==> src/rtl/reg_rename_file_if.sv <==
`default_nettype none
// ============================================================================
// Module   : reg_rename_file_if
// Purpose  : Dispatch / operand-read / ROB-commit bundle for reg_rename_file.
// Revision : 1.0 - initial release
// ============================================================================
interface reg_rename_file_if #(
   parameter int XLEN  = 32,
   parameter int TAG_W = 5
);
   logic [4:0]       rs1_addr;
   logic [4:0]       rs2_addr;
   logic [XLEN-1:0]  rs1_val;
   logic [XLEN-1:0]  rs2_val;
   logic [TAG_W-1:0] rs1_rely;
   logic [TAG_W-1:0] rs2_rely;
   logic             dispatch_rdy;
   logic [4:0]       dispatch_rd;
   logic [TAG_W-1:0] dispatch_tag;
   logic             write_rdy;
   logic [4:0]       to_rd;
   logic [XLEN-1:0]  write_val;
   logic [TAG_W-1:0] head_tag;
   logic             clear;
   logic [5:0]       busy_cnt;

   modport master (
      output rs1_addr, rs2_addr, dispatch_rdy, dispatch_rd, dispatch_tag,
             write_rdy, to_rd, write_val, head_tag, clear,
      input  rs1_val, rs2_val, rs1_rely, rs2_rely, busy_cnt
   );

   modport slave (
      input  rs1_addr, rs2_addr, dispatch_rdy, dispatch_rd, dispatch_tag,
             write_rdy, to_rd, write_val, head_tag, clear,
      output rs1_val, rs2_val, rs1_rely, rs2_rely, busy_cnt
   );
endinterface
`default_nettype wire

==> src/rtl/reg_rename_file.sv <==
`default_nettype none
// ============================================================================
// Module   : reg_rename_file
// Purpose  : Architectural register file with per-register ROB rename tags.
// Revision : 1.0 - initial release
// ============================================================================
module reg_rename_file #(
   parameter int REG_NUM = 32,
   parameter int XLEN    = 32,
   parameter int TAG_W   = 5
) (
   input  wire              clk_in,
   input  wire              rst_in,
   input  wire              rdy_in,
   reg_rename_file_if.slave bus
);
   logic [XLEN-1:0]  val_q [REG_NUM];
   logic [XLEN-1:0]  val_d [REG_NUM];
   logic [TAG_W-1:0] tag_q [REG_NUM];
   logic [TAG_W-1:0] tag_d [REG_NUM];
   logic [5:0]       busy_cnt_q;
   logic [5:0]       busy_cnt_d;

   logic w_commit;
   logic w_release;

   assign w_commit  = bus.write_rdy && (bus.to_rd != 5'd0);
   assign w_release = w_commit && (tag_q[bus.to_rd] == bus.head_tag);

   // The committing ROB entry is freed this cycle, so its value must come from here.
   always_comb begin
      bus.rs1_val  = val_q[bus.rs1_addr];
      bus.rs1_rely = tag_q[bus.rs1_addr];
      if (w_release && (bus.to_rd == bus.rs1_addr)) begin
         bus.rs1_val  = bus.write_val;
         bus.rs1_rely = '0;
      end
   end

   always_comb begin
      bus.rs2_val  = val_q[bus.rs2_addr];
      bus.rs2_rely = tag_q[bus.rs2_addr];
      if (w_release && (bus.to_rd == bus.rs2_addr)) begin
         bus.rs2_val  = bus.write_val;
         bus.rs2_rely = '0;
      end
   end

   always_comb begin
      val_d      = val_q;
      tag_d      = tag_q;
      busy_cnt_d = 6'd0;
      if (w_commit) begin
         val_d[bus.to_rd] = bus.write_val;
         if (w_release)
            tag_d[bus.to_rd] = '0;
      end
      if (bus.clear) begin
         for (int i = 0; i < REG_NUM; i++)
            tag_d[i] = '0;
      end else if (bus.dispatch_rdy && (bus.dispatch_rd != 5'd0)) begin
         tag_d[bus.dispatch_rd] = bus.dispatch_tag;
      end
      val_d[0] = '0;
      tag_d[0] = '0;
      for (int i = 0; i < REG_NUM; i++)
         if (tag_d[i] != '0)
            busy_cnt_d = busy_cnt_d + 6'd1;
   end

   always_ff @(posedge clk_in or negedge rst_in) begin
      if (!rst_in) begin
         for (int i = 0; i < REG_NUM; i++) begin
            val_q[i] <= '0;
            tag_q[i] <= '0;
         end
         busy_cnt_q <= 6'd0;
      end else if (rdy_in) begin
         val_q      <= val_d;
         tag_q      <= tag_d;
         busy_cnt_q <= busy_cnt_d;
      end
   end

   assign bus.busy_cnt = busy_cnt_q;
endmodule
`default_nettype wire

==> src/flat_wrapper.sv <==
// flat-port wrapper written by rule: the top's interface ports become plain ports
module reg_rename_file_flat 
#(
   parameter int REG_NUM = 32,
   parameter int XLEN    = 32,
   parameter int TAG_W   = 5
)
  (clk_in, rst_in, rdy_in, bus_rs1_addr, bus_rs2_addr, bus_dispatch_rdy, bus_dispatch_rd, bus_dispatch_tag, bus_write_rdy, bus_to_rd, bus_write_val, bus_head_tag, bus_clear, bus_rs1_val, bus_rs2_val, bus_rs1_rely, bus_rs2_rely, bus_busy_cnt);
  reg_rename_file_if #(.XLEN(XLEN), .TAG_W(TAG_W)) bus_i ();
  input  wire clk_in;
  input  wire rst_in;
  input  wire rdy_in;
  input wire logic [$bits(bus_i.rs1_addr)-1:0] bus_rs1_addr;
  input wire logic [$bits(bus_i.rs2_addr)-1:0] bus_rs2_addr;
  input wire logic [$bits(bus_i.dispatch_rdy)-1:0] bus_dispatch_rdy;
  input wire logic [$bits(bus_i.dispatch_rd)-1:0] bus_dispatch_rd;
  input wire logic [$bits(bus_i.dispatch_tag)-1:0] bus_dispatch_tag;
  input wire logic [$bits(bus_i.write_rdy)-1:0] bus_write_rdy;
  input wire logic [$bits(bus_i.to_rd)-1:0] bus_to_rd;
  input wire logic [$bits(bus_i.write_val)-1:0] bus_write_val;
  input wire logic [$bits(bus_i.head_tag)-1:0] bus_head_tag;
  input wire logic [$bits(bus_i.clear)-1:0] bus_clear;
  output wire logic [$bits(bus_i.rs1_val)-1:0] bus_rs1_val;
  output wire logic [$bits(bus_i.rs2_val)-1:0] bus_rs2_val;
  output wire logic [$bits(bus_i.rs1_rely)-1:0] bus_rs1_rely;
  output wire logic [$bits(bus_i.rs2_rely)-1:0] bus_rs2_rely;
  output wire logic [$bits(bus_i.busy_cnt)-1:0] bus_busy_cnt;
  assign bus_i.rs1_addr = bus_rs1_addr;
  assign bus_i.rs2_addr = bus_rs2_addr;
  assign bus_i.dispatch_rdy = bus_dispatch_rdy;
  assign bus_i.dispatch_rd = bus_dispatch_rd;
  assign bus_i.dispatch_tag = bus_dispatch_tag;
  assign bus_i.write_rdy = bus_write_rdy;
  assign bus_i.to_rd = bus_to_rd;
  assign bus_i.write_val = bus_write_val;
  assign bus_i.head_tag = bus_head_tag;
  assign bus_i.clear = bus_clear;
  assign bus_rs1_val = bus_i.rs1_val;
  assign bus_rs2_val = bus_i.rs2_val;
  assign bus_rs1_rely = bus_i.rs1_rely;
  assign bus_rs2_rely = bus_i.rs2_rely;
  assign bus_busy_cnt = bus_i.busy_cnt;
  reg_rename_file #(.REG_NUM(REG_NUM), .XLEN(XLEN), .TAG_W(TAG_W)) u_core (.clk_in(clk_in), .rst_in(rst_in), .rdy_in(rdy_in), .bus(bus_i));
endmodule
==> config.mk <==
export PLATFORM = sky130hd
export DESIGN_NAME = reg_rename_file_flat
export DESIGN_NICKNAME = d
export VERILOG_FILES = /design/src/rtl/reg_rename_file_if.sv /design/src/rtl/reg_rename_file.sv /design/src/flat_wrapper.sv
export SDC_FILE = /design/constraint.sdc
export NUM_CORES = 2
export LEC_CHECK = 0
export BUFFER_PORTS_ARGS = -buffer_cell sky130_fd_sc_hd__buf_2
export CORE_ASPECT_RATIO = 0.7
export CORE_MARGIN = 8
export CORE_UTILIZATION = 50
export DETAILED_ROUTE_END_ITERATION = 12
export PLACE_DENSITY = 0.68
export SLEW_MARGIN = 5
export SYNTH_ARGS = -nofsm -noshare
export SYNTH_HDL_FRONTEND = slang
export SYNTH_SLANG_ARGS = --single-unit
==> constraint.sdc <==
create_clock -name clk_in -period 22.8 [get_ports clk_in]
set_clock_uncertainty 0.15 [all_clocks]
set_input_delay 2.28 -clock clk_in [delete_from_list [all_inputs] [get_ports clk_in]]
set_output_delay 2.28 -clock clk_in [all_outputs]
set_load 0.1 [all_outputs]
* Yosys cells after proc, flatten, opt, wreduce, memory -nomap -nowiden
Index checks and enable logic that the tools add are counted.
** Storage, ports and cells
- Bits in registers :: 1153
- Input port bits :: 68
- Logic and storage cells :: 211
- Output and inout bits :: 80
** Operators by class
- Magnitude comparators :: 6
- Add/sub/neg operators :: 30
- Equality and inequality tests :: 3
- Muxes and demuxes :: 62
- Bitwise operators :: 6
- Reduce and logical (&&, ||, !) cells :: 41
** Operator list (number)
- bitwise mux 1024 bit :: 1
- binary-select mux 32 bit (select 5 bit) :: 2
- 2-to-1 mux 160 bit :: 2
- 2-to-1 mux 155 bit :: 2
- 2-to-1 mux 32 bit :: 7
- 2-to-1 mux 6 bit :: 30
- adder 6 x 1 -> 6 bit (second input constant) :: 29
- nonzero test 5 bit :: 33
- bitwise AND 155 x 160 -> 160 bit :: 1
- bitwise mux 160 bit :: 1
- demux 32 bit (select 5 bit) :: 1
- NOT 160 bit :: 1
- binary-select mux 5 bit (select 5 bit) :: 3
- demux 5 bit (select 5 bit) :: 2
- 2-to-1 mux 5 bit :: 10
- >= comparator 6 bit (second input constant) :: 4
- NOT 5 -> 6 bit :: 4
- == test 5 bit :: 3
- less-than comparator 6 x 1 -> 1 bit (second input constant) :: 2
- logical AND 1 bit :: 7
- adder 1 x 1 -> 2 bit (second input constant) :: 1
- AND reduction 2 bit :: 1
- 2-to-1 mux 1 bit :: 1

* Logic depth before layout (Yosys ltp)
- Depth after elaboration :: 74
- Mapped depth :: 115
- Gate-level depth less buffers :: 110

* Worst setup path after synthesis
No wires, ideal clock.
- Kind :: input to register
- From :: in bus_to_rd[1]
- To :: reg u_core.busy_cnt_q[4] (netlist: u_core.bus.busy_cnt[4])
- Data required time :: 22.517 ns
- Setup time :: 0.133 ns
- Data arrival time :: 20.783 ns
- Stages on the path :: 111
- Buffers on the path :: 4
- Path slack :: 1.734 ns
- Cell sequence :: buf_4 > buf_2 > mux4_2 > a22oi_1 > nand4_1 > xor2_1 > or3_4 > buf_6 > buf_4 > nor3_1 > a21oi_1 > a22oi_1 > nor2_1 > ha_1 > inv_1 > xnor2_1 > inv_1 > ha_1 > (+75 left out) > ha_1 > nor2_1 > a21o_1 > inv_1 > ha_1 > nand2_1 > o21ai_0 > ha_1 > mux2_2 > ha_1 > mux2_2 > ha_1 > and3_1 > nand2_1 > o21ai_0 > mux2i_1 > xnor2_1 > mux2i_1
** On the way
- Longest elaborated chain between the ends :: 74
- Elaborated cells between the ends (all ways) :: 112
- Those cells by class :: add/sub (30); order compare (2); eq/ne (1); mux (41); bitwise (3); reduce/logical (35)
** Ends and longest elaborated chain
- start: declaration :: line flat_wrapper.sv:19 : input wire logic [$bits(bus_i.to_rd)-1:0] bus_to_rd;
- NOT 5 -> 6 bit (not written as such) :: line reg_rename_file.sv:28, reg_rename_file.sv:56
- >= comparator 6 bit (not written as such) / less-than comparator 6 x 1 -> 1 bit (equally long branches) :: line reg_rename_file.sv:56 : tag_d[bus.to_rd] = '0;
- logical AND 1 bit (not written as such) :: line reg_rename_file.sv:56
- 2-to-1 mux 5 bit (not written as such) :: line reg_rename_file.sv:56
- demux 5 bit (select 5 bit) :: line reg_rename_file.sv:56
- NOT 160 bit (no line)
- bitwise AND 155 x 160 -> 160 bit (no line)
- 2-to-1 mux 160 bit :: line reg_rename_file.sv:55 : if (w_release)
- (+58 left out)
- adder 6 x 1 -> 6 bit :: line reg_rename_file.sv:68 : busy_cnt_d = busy_cnt_d + 6'd1;
- 2-to-1 mux 6 bit :: line reg_rename_file.sv:67 : if (tag_d[i] != '0)
- adder 6 x 1 -> 6 bit :: line reg_rename_file.sv:68
- 2-to-1 mux 6 bit :: line reg_rename_file.sv:67
- adder 6 x 1 -> 6 bit :: line reg_rename_file.sv:68
- 2-to-1 mux 6 bit :: line reg_rename_file.sv:67
- adder 6 x 1 -> 6 bit :: line reg_rename_file.sv:68
- 2-to-1 mux 6 bit (*) :: line reg_rename_file.sv:67
- end signal: assignment :: line reg_rename_file.sv:81 : busy_cnt_q <= busy_cnt_d;
- end: declaration :: line reg_rename_file.sv:21 : logic [5:0] busy_cnt_q;
Mark *: on every way between the ends. The rest lies on a longest branch, timed or not. The select of a mux whose other input is x is not followed.
A chain may end at the register's enable or synchronous reset.

* Worst setup path after layout
- From :: in bus_to_rd[0]
- To :: reg u_core.busy_cnt_q[4] (netlist: u_core.bus.busy_cnt[4])
The elaborated chain is that of the path after synthesis.

==> impl_metrics.ini <==
[place]
placed_cell_area_mm2 = 0.07211
dp_hpwl_um = 132200
globalplace.congestion = 0.9918
portBuffers = 147
dp_slack_ns = 0.09113

[global_routing]
antenna_found_initial = 9
grt-busiest-layer = met1
met3_usage = 0.09268
grt_util_met2 = 0.4020
grt_max_degree = 172
grt_pass1_vias = 47850
grt_pass1_wl_um = 329900
use_met1 = 0.4309
grtUsageTotal = 0.2880
grt_overflow = 0

[setup_path]
max_stage_delay_ns = 0.55
critical_path_arrival_ns = 21.94
cpMostUsedCell = ha_1
r2r_start = u_core.tag_q[123]
start_kind = input pin
reg2reg_depth = 108
slowest_stage = mux4_2
crit_path_end_kind = flop
crit_fanout = 24
r2r_end = u_core.bus.busy_cnt[4]
required_ns = 23.24
path_class = in -> reg
r2r_slack_ns = 2.66

[min_path]
hp-class = reg -> reg
hold_end = u_core.bus.busy_cnt[5]
hold_path_depth = 2
hp-start = u_core.bus.busy_cnt[5]

[floorplan]
coreArea_mm2 = 0.1381
dieWidth_um = 462
dieHeight_um = 328.2
initial_core_util = 0.5042
rows = 114
io_pins = 148
die_area_mm2 = 0.1516

[sta]
worstMarginPinSlew_ns = 1.092
period_needed_ns = 21.50
fin_crit_sh = 0.9432
max_freq_mhz = 46.50
report.final.slew_viol_count = 0
finalSetupTns_ns = 0
relSlewSlack = 0.2719
fin_ws_ns = 1.295
finalSetupViolCount = 0
hold_viol_final = 0

[power_and_ir_drop]
pwr-share-comb = 0.519
p_per_area_mw_per_mm2 = 126.0
seq_power_share = 0.275
power.share.clock = 0.206
intPower_uw = 5725
p_leak_uw = 0.03240
ir_drop_mv = 0.2789
swShare = 0.4027
p_sw_uw = 3860

[logic_synthesis]
synth_edf_count = 0
ys_warn_count = 0
synthesis.nets = 5229
ys_seq_area_frac = 0.4144
synth_seq_cells = 1153
synth_top_area_share = 0.4144
async_flop_share = 1.000
synth_top_cell_by_area = dfrtp_1
synthCells = 5131
synth_common_cells = dfrtp_1 (1153), mux2_2 (1070), mux4_2 (677)
synth.cell_area_mm2 = 0.06962
synth_area_per_cell_um2 = 13.57
synthDistinctLibCells = 99
ys.flop_type = dfrtp_1
synth_area_leaders = dfrtp_1 (41%), mux4_2 (22%), mux2_2 (17%)
synth_most_common_cell = dfrtp_1

[cells_and_area]
layout-drive-gt1-share = 0.4492
nets = 5130
fillCellCount = 11260
syn2layout_area_growth_pct = 9.288
finalInstanceArea_mm2 = 0.07609

[detailed_routing]
finalWirelength_um = 220800
drt_pass1_iterations = 6
vias_per_cell = 6.929
drtIter0Drc = 6263
drc_errors = 0
final_antenna_net_count = 0
vias = 48380
wire_per_inst_um = 31.63

[clock_network]
clock_path_buffers = 3
htreeDepth = 3
clock_latency_ns = 0.75
cts.clk_slew.worst_paths_ns = 0.06
cts_sinks = 1153
cts_root_buf = clkbuf_16
cts_tree = yes
cts-buffers-inserted = 112

[run_status]
status = finished clean

[flow_run]
maxCapViolCount = 0
layout by cell type (no fill, tap or decap), types with 34 or more instances in the layout:
| master | netlist | routed |
|---|---|---|
| mux2i_1 | 122 | 122 |
| dfrtp_1 | 1153 | 1153 |
| mux4_2 | 677 | 677 |
| o21ai_0 | 104 | 103 |
| inv_1 | 177 | 177 |
| nand2_1 | 160 | 160 |
| a21oi_1 | 61 | 60 |
| mux2_2 | 1070 | 1070 |
| buf_4 | 9 | 127 |
| a22o_1 | 83 | 83 |
| o22ai_1 | 170 | 170 |
| nor3_1 | 35 | 34 |
| nor2_1 | 156 | 122 |
| clkbuf_16 | 0 | 113 |
| buf_2 | 11 | 130 |
| a22oi_1 | 162 | 161 |
| nand3_1 | 39 | 38 |
| xnor2_1 | 72 | 72 |
state kept, by name, summed over array words and instances, names as in the netlist:
signal / count
u_core.tag_q: 155
u_core.bus.busy_cnt: 6
u_core.val_q: 992
cells by family after synthesis:
kind of cell,count (synthesis),synth area share
AO/OA/AOI/OAI,714,0.07156
adder cells (fa/ha/maj),32,0.005679
XOR/XNOR,126,0.02034
multiplexers,1873,0.4110
buffers and inverters,669,0.03735
AND/OR/NAND/NOR,564,0.03968
flip-flops,1153,0.4144
worst max-delay path by stage:
stage | slack (ns) | endpoint | cells past startpoint | start
4_1_cts | 0.81 | u_core.bus.busy_cnt[4] | 109 | bus_to_rd[0]
6_report | 1.30 | u_core.bus.busy_cnt[4] | 109 | bus_to_rd[0]
2_1_floorplan | 1.73 | u_core.bus.busy_cnt[4] | 111 | bus_to_rd[1]
3_5_place_dp | 0.09 | u_core.bus.busy_cnt[4] | 109 | bus_to_rd[0]
5_1_grt | -0.04 | u_core.bus.busy_cnt[4] | 112 | bus_to_rd[3]
3_3_place_gp | 0.61 | u_core.bus.busy_cnt[4] | 109 | bus_to_rd[0]
stage by stage:
stage,cells,utilization,hold slack [ns],total power (uW)
after floorplan,5131,-,0.3419,6557
after global placement,6770,0.5223,0.3329,7395
after detailed placement,6770,0.5223,0.3357,7529
after CTS,6972,0.5501,0.3514,9541
after global routing,6981,0.5510,0.3768,10170
final,6982,0.5511,0.3457,9585
routing by layer:
layer / part of all wire / routed length [um] / vias to the layer above
li1: - / - / 19710
met1: 0.42 / 93810 / 25610
met2: 0.43 / 93870 / 2603
met3: 0.12 / 26360 / 450
met4: 0.031 / 6778 / 2
met5: 0.000059 / 13 / -
critical path: cells and delay by family:
family                     cells  cell delay, ns
buffers and inverters         12            1.24
and+or+nand+nor               35            4.42
AOI/OAI and AO/OA             24            3.58
xor gates and xnor gates       3            0.52
adders and majority gates     29            8.35
muxes                          6            1.53
power by group through the flow:
stage / clock network [uW] / registers (uW) / logic [uW]
after floorplan: 0 / 2560 / 4000
after global placement: 0 / 2630 / 4770
after detailed placement: 0 / 2640 / 4890
after CTS: 2010 / 2610 / 4920
after global routing: 2080 / 2660 / 5430
final: 1980 / 2630 / 4980
layout make-up:
cell class / count / area (um^2) / share of cell area
timing repair buffer: 275 / 1873 / 0.02462
tap: 1856 / 2322 / 0.03052
multi-input combinational: 3309 / 38500 / 0.5060
antenna: 6 / 15.01 / 0.0001973
inverter: 181 / 679.4 / 0.008929
clock buffer: 162 / 3262 / 0.04287
clock inverter: 40 / 584.3 / 0.007680
sequential: 1153 / 28850 / 0.3792
what timing repair did:
| item | in CTS | in global routing |
|---|---|---|
| setup buffers | 0 | 4 |
| gates resized for setup | 0 | 22 |
| endpoints found under the setup margin | 0 | 5 |
| hold buffers | 0 | 0 |
Power figures use the tool's default switching activity.
